`config.mk`:
```
export PLATFORM = sky130hd
export DESIGN_NAME = seq_div
export DESIGN_NICKNAME = d
export VERILOG_FILES = /design/src/rtl/arith_pkg.sv /design/src/rtl/div_step.sv /design/src/rtl/seq_div.sv
export SDC_FILE = /design/constraint.sdc
export NUM_CORES = 1
export LEC_CHECK = 0
export BUFFER_PORTS_ARGS = -buffer_cell sky130_fd_sc_hd__buf_2
export CAP_MARGIN = 20
export CORE_MARGIN = 8
export CORE_UTILIZATION = 54
export CTS_CLUSTER_DIAMETER = 40
export DETAILED_ROUTE_END_ITERATION = 12
export GPL_TIMING_DRIVEN = 0
export MAX_ROUTING_LAYER = met4
export PLACE_DENSITY = 0.78
export SLEW_MARGIN = 20
export SYNTH_ARGS = -nofsm -noshare
export SYNTH_HDL_FRONTEND = slang
export SYNTH_SLANG_ARGS = --single-unit
```
`constraint.sdc`:
```
create_clock -name Clk -period 2.4 [get_ports Clk]
set_input_delay 0.72 -clock Clk [delete_from_list [all_inputs] [get_ports Clk]]
set_output_delay 0.72 -clock Clk [all_outputs]
set_load 0.01 [all_outputs]
```
`src/rtl/arith_pkg.sv`:
```
// Shared arithmetic-lab definitions: FSM state encoding and default operand
// widths used by both the multiplier and the divider.
package arith_pkg;

  localparam int WA_DEF = 8;  // dividend / quotient / product width
  localparam int WB_DEF = 4;  // divisor / remainder / multiplier width

  // Encoding 2'b11 is unused; the divider FSM falls back to IDLE from it.
  typedef enum logic [1:0] {
    S_IDLE = 2'd0,
    S_RUN  = 2'd1,
    S_DONE = 2'd2
  } state_e;

endpackage

```
`src/rtl/div_step.sv`:
```
// One restoring-division step: shift the next dividend bit into the partial
// remainder and subtract the divisor if it fits. Purely combinational.
module div_step #(
  parameter int WB = 4
) (
  input  logic [WB-1:0] p,      // partial remainder, always < dv
  input  logic          x_msb,  // next dividend bit to bring down
  input  logic [WB-1:0] dv,     // divisor (non-zero when used)
  output logic [WB-1:0] p_nxt,  // partial remainder after this step
  output logic          q_bit   // quotient bit produced by this step
);

  logic [WB:0] s;
  logic [WB:0] diff;

  // Trial subtraction in WB+1 bits; p < dv guarantees the result fits in WB.
  always_comb begin
    s    = {p, x_msb};
    diff = s - {1'b0, dv};
    if (s >= {1'b0, dv}) begin
      q_bit = 1'b1;
      p_nxt = diff[WB-1:0];
    end else begin
      q_bit = 1'b0;
      p_nxt = s[WB-1:0];
    end
  end

endmodule

```
`src/rtl/seq_div.sv`:
```
// Sequential unsigned restoring divider: WA-bit dividend by WB-bit divisor,
// one quotient bit per clock, start/ack handshake, divide-by-zero flag.
// WB must be smaller than WA.
module seq_div
  import arith_pkg::*;
#(
  parameter int WA = WA_DEF,
  parameter int WB = WB_DEF
) (
  input  logic          Clk,
  input  logic          Rst,
  input  logic          start,
  input  logic [WA-1:0] N,
  input  logic [WB-1:0] D,
  output logic [WA-1:0] Q,
  output logic [WB-1:0] Rem,
  output logic          ack,
  output logic          err,
  output logic          busy
);

  localparam int CW = $clog2(WA + 1);

  state_e        state_q, state_d;
  logic [WA-1:0] x_q, x_d;      // dividend shifting out, quotient shifting in
  logic [WB-1:0] dv_q, dv_d;    // latched divisor
  logic [WB-1:0] p_q, p_d;      // partial remainder
  logic [CW-1:0] cnt_q, cnt_d;  // steps left
  logic [WA-1:0] q_q, q_d;
  logic [WB-1:0] rem_q, rem_d;
  logic          ack_q, ack_d;
  logic          err_q, err_d;
  logic          busy_q, busy_d;

  logic [WB-1:0] p_step;
  logic          q_bit;

  div_step #(.WB(WB)) u_step (
    .p     (p_q),
    .x_msb (x_q[WA-1]),
    .dv    (dv_q),
    .p_nxt (p_step),
    .q_bit (q_bit)
  );

  // Next-state and datapath updates; everything holds unless a state acts.
  always_comb begin
    state_d = state_q;
    x_d     = x_q;
    dv_d    = dv_q;
    p_d     = p_q;
    cnt_d   = cnt_q;
    q_d     = q_q;
    rem_d   = rem_q;
    ack_d   = ack_q;
    err_d   = err_q;
    busy_d  = busy_q;
    case (state_q)
      S_IDLE: begin
        if (start) begin
          x_d     = N;
          dv_d    = D;
          p_d     = '0;
          cnt_d   = CW'(WA);
          ack_d   = 1'b0;
          err_d   = 1'b0;
          busy_d  = 1'b1;
          state_d = S_RUN;
        end
      end
      S_RUN: begin
        if (dv_q == '0) begin
          // Divide by zero resolves on the first RUN edge.
          q_d     = '0;
          rem_d   = '0;
          err_d   = 1'b1;
          ack_d   = 1'b1;
          busy_d  = 1'b0;
          state_d = S_DONE;
        end else begin
          p_d   = p_step;
          x_d   = {x_q[WA-2:0], q_bit};
          cnt_d = cnt_q - CW'(1);
          if (cnt_q == CW'(1)) begin
            // Last step: publish the post-step quotient and remainder.
            q_d     = {x_q[WA-2:0], q_bit};
            rem_d   = p_step;
            ack_d   = 1'b1;
            busy_d  = 1'b0;
            state_d = S_DONE;
          end
        end
      end
      S_DONE:  state_d = S_IDLE;
      default: state_d = S_IDLE;
    endcase
  end

  // State and datapath registers; synchronous reset clears everything.
  always_ff @(posedge Clk) begin
    if (Rst) begin
      state_q <= S_IDLE;
      x_q     <= '0;
      dv_q    <= '0;
      p_q     <= '0;
      cnt_q   <= '0;
      q_q     <= '0;
      rem_q   <= '0;
      ack_q   <= 1'b0;
      err_q   <= 1'b0;
      busy_q  <= 1'b0;
    end else begin
      state_q <= state_d;
      x_q     <= x_d;
      dv_q    <= dv_d;
      p_q     <= p_d;
      cnt_q   <= cnt_d;
      q_q     <= q_d;
      rem_q   <= rem_d;
      ack_q   <= ack_d;
      err_q   <= err_d;
      busy_q  <= busy_d;
    end
  end

  assign Q    = q_q;
  assign Rem  = rem_q;
  assign ack  = ack_q;
  assign err  = err_q;
  assign busy = busy_q;

endmodule

```
==> summary.txt <==
Status
  • Outcome: finished, final reports clean

Synth
  • YS warnings: 0
  • Primary FF master, synth: dfxtp_1
  • Distinct cells, synth: 38
  • Mean post-synth cell area: 8.791 sq um
  • Ys async rst share: 0
  • Syn Nets: 212
  • EDFF count, synth: 0
  • Area of the mapped netlist: 1670 sq um
  • Synth Instances: 190
  • Synth top area share: 0.4434
  • Area leader, netlist: dfxtp_1
  • Synth Register Bits: 37
  • Post-synthesis sequential area ratio: 0.4434
  • Leading post-synthesis cells by cell area: dfxtp_1 (44%), nor2_1 (7.2%), nand2_1 (7.0%)

Critical path
  • Worst R2R Path Depth: 7
  • Top delay family on crit path: compound AO/OA/AOI/OAI gates
  • CP endpoint kind: register
  • CP endpoint: Rem[0]
  • CP max stage cell: dfxtp_1
  • R2r endpoint: Rem[0]
  • Critical path buffers and inverters: 1
  • Crit-path max FO: 6
  • Critical Path AT: 2.23 ns
  • Worst path cell trace: inv_1 -> ha_1 -> or2_2 -> a21boi_0 -> a31oi_2 -> mux2i_1 -> a22o_1
  • Worst Setup SP: dv_q[2]
  • R2R Setup Slk: 0.42 ns
  • Crit path launch type: register
  • Worst reg2reg startpoint: dv_q[2]
  • Worst EP required: 2.65 ns
  • Setup CP Type: register to register
  • Worst path max stage delay: 0.41 ns
  • WP depth: 7

Detailed routing
  • Routed WL: 3613 um
  • ANT nets after route: 0
  • DRT Pass-1 Iters: 4
  • DR vias: 1412
  • WL per Instance: 13.90 um
  • Drt initial violations: 75
  • # DRC: 0
  • Vias per cell: 5.431

Clock network
  • Clock Latency Late Sink: 0.35 ns
  • CTS tree: done
  • CTS H-tree depth: 2
  • Max clock buf depth: 2
  • Setup Fix Bufs, Post-CTS: 0
  • Post-CTS Hold Fix Bufs: 0
  • Clock transition at path regs: 0.11 ns
  • CTS sink cnt: 37
  • TritonCTS buffer count: 5
  • # resized after CTS: 0
  • Root Driver: clkbuf_4

Final layout
  • Commonest non-fill, non-tap cells in the layout: dfxtp_1 (37), nor2_1 (32), nand2_1 (31)
  • Layout area overhead: 14.23%
  • Share of layout cells above drive strength 1: 0.2026
  • Commonest non-fill, non-tap cell in the layout: dfxtp_1
  • Non-Filler Instances: 260
  • Diode count: 0
  • Fin util: 0.6354
  • Final nets: 248

GRT
  • Antenna violations before repair: 0
  • First-pass GRT wire length: 6354 um
  • GRT Util Overall: 0.1583
  • Total gr overflow: 0
  • Vias in the first global route: 1460
  • Largest net degree at the start of global routing: 12

Timing
  • Worst Hold Slack: 0.4594 ns
  • Setup TNS: 0 ns
  • Final hold vios: 0
  • Worst slew margin: 0.6050
  • Clock skew: 0.008407 ns
  • Final period utilization: 0.8268
  • RSZ-0062 raised after global routing: false
  • Fmax: 503.9 MHz
  • Slew Viols, Final: 0
  • Worst slew pin tran: 0.5903 ns
  • Final worst slack: 0.4156 ns
  • Setup-failing EPs final: 0
  • Final min period: 1.984 ns

Floorplanning
  • Core Region: 3003 sq um
  • Starting Density: 0.5563
  • DIE AREA: 5129 sq um
  • Die width: 71.62 um
  • Die height: 71.62 um
  • Num ports: 30
  • Site row count: 20

Place
  • GP Congestion: 0.8087
  • IO Port Bufs: 29
  • Place WS: 0.4177 ns
  • Hpwl dp: 2643 um
  • Placed insts: 252

Min path
  • Min-Delay Path Class: register to register

Power
  • Pwr Density: 659.4 nW/um^2
  • Leakage: 0.8177 nW
  • Worst VDD drop: 0.4323 mV

Flow run
  • MaxCap Viol Count: 0
[registers in the layout, summed over array words and instances (netlist names)]
| register | cells |
|---|---|
| dv_q | 4 |
| ack | 1 |
| Q | 8 |
| state_q | 2 |
| cnt_q | 4 |
| busy | 1 |
| p_q | 4 |
| Rem | 4 |
| x_q | 8 |
| err | 1 |
[stage by stage]
stage | power (mW) | area (sq um)
CTS | 1.264 | 1908
global placement | 0.9430 | 1857
finish | 1.258 | 1908
floorplan | 0.8816 | 1670
global route | 1.332 | 1908
detailed placement | 0.9498 | 1857
[synth_stat cells (all sizes together) (3+ instances only)]
cell,number
nand2b,4
ha,6
mux2i,3
clkbuf,5
o21ai,6
a22o,4
a21oi,9
dfxtp,37
a22oi,9
a311oi,7
nand2,32
inv,9
nor2,32
[layout make-up]
class,count,area (sq um)
buffer,8,67.56
sequential,37,740.7
timing repair buffer,29,145.1
multi-input combinational,136,828.3
tap,33,41.29
inverter,9,33.78
fill,279,1095
clock buffer,6,41.29
clock inverter,2,10.01
[metal layers]
layer,share of wire,track usage,routed length [um],vias to the layer above
li1,-,-,-,727
met1,0.48,0.1795,1744,646
met2,0.46,0.2470,1659,32
met3,0.037,0.04184,134,7
met4,0.020,0.09070,74,0
met5,0,-,0,-
[worst min-delay path by stage]
stage,startpoint,end,cells past startpoint
after floorplan,x_q[0],x_q[0],2
after global placement,Rem[2],Rem[2],2
after detailed placement,Rem[1],Rem[1],2
after CTS,ack,ack,2
after global routing,ack,ack,2
final,Rem[2],Rem[2],2
[power breakdown]
part           switching (mW)  internal [mW]
clock network           0.210          0.112
registers              0.0286          0.650
logic                   0.147          0.110
[cells by family (layout without fill, tap and decap cells)]
logic type,count (synthesis),after routing,synth area share
buf+inv,17,54,0.06067
simple gates,80,80,0.2225
mux,3,3,0.01798
fa+ha+maj,7,7,0.05693
flops,37,37,0.4434
compound gates,42,42,0.1775
xor+xnor,4,4,0.02098
[tightest hold or removal path: cells and delay by family, from the launching register on]
kind | cells | cell delay, ns
AND/OR/NAND/NOR | 1 | 0.04
flip-flops | 1 | 0.34
AO/OA/AOI/OAI | 1 | 0.05
Note: power is estimated with default switching activity, not from simulation.
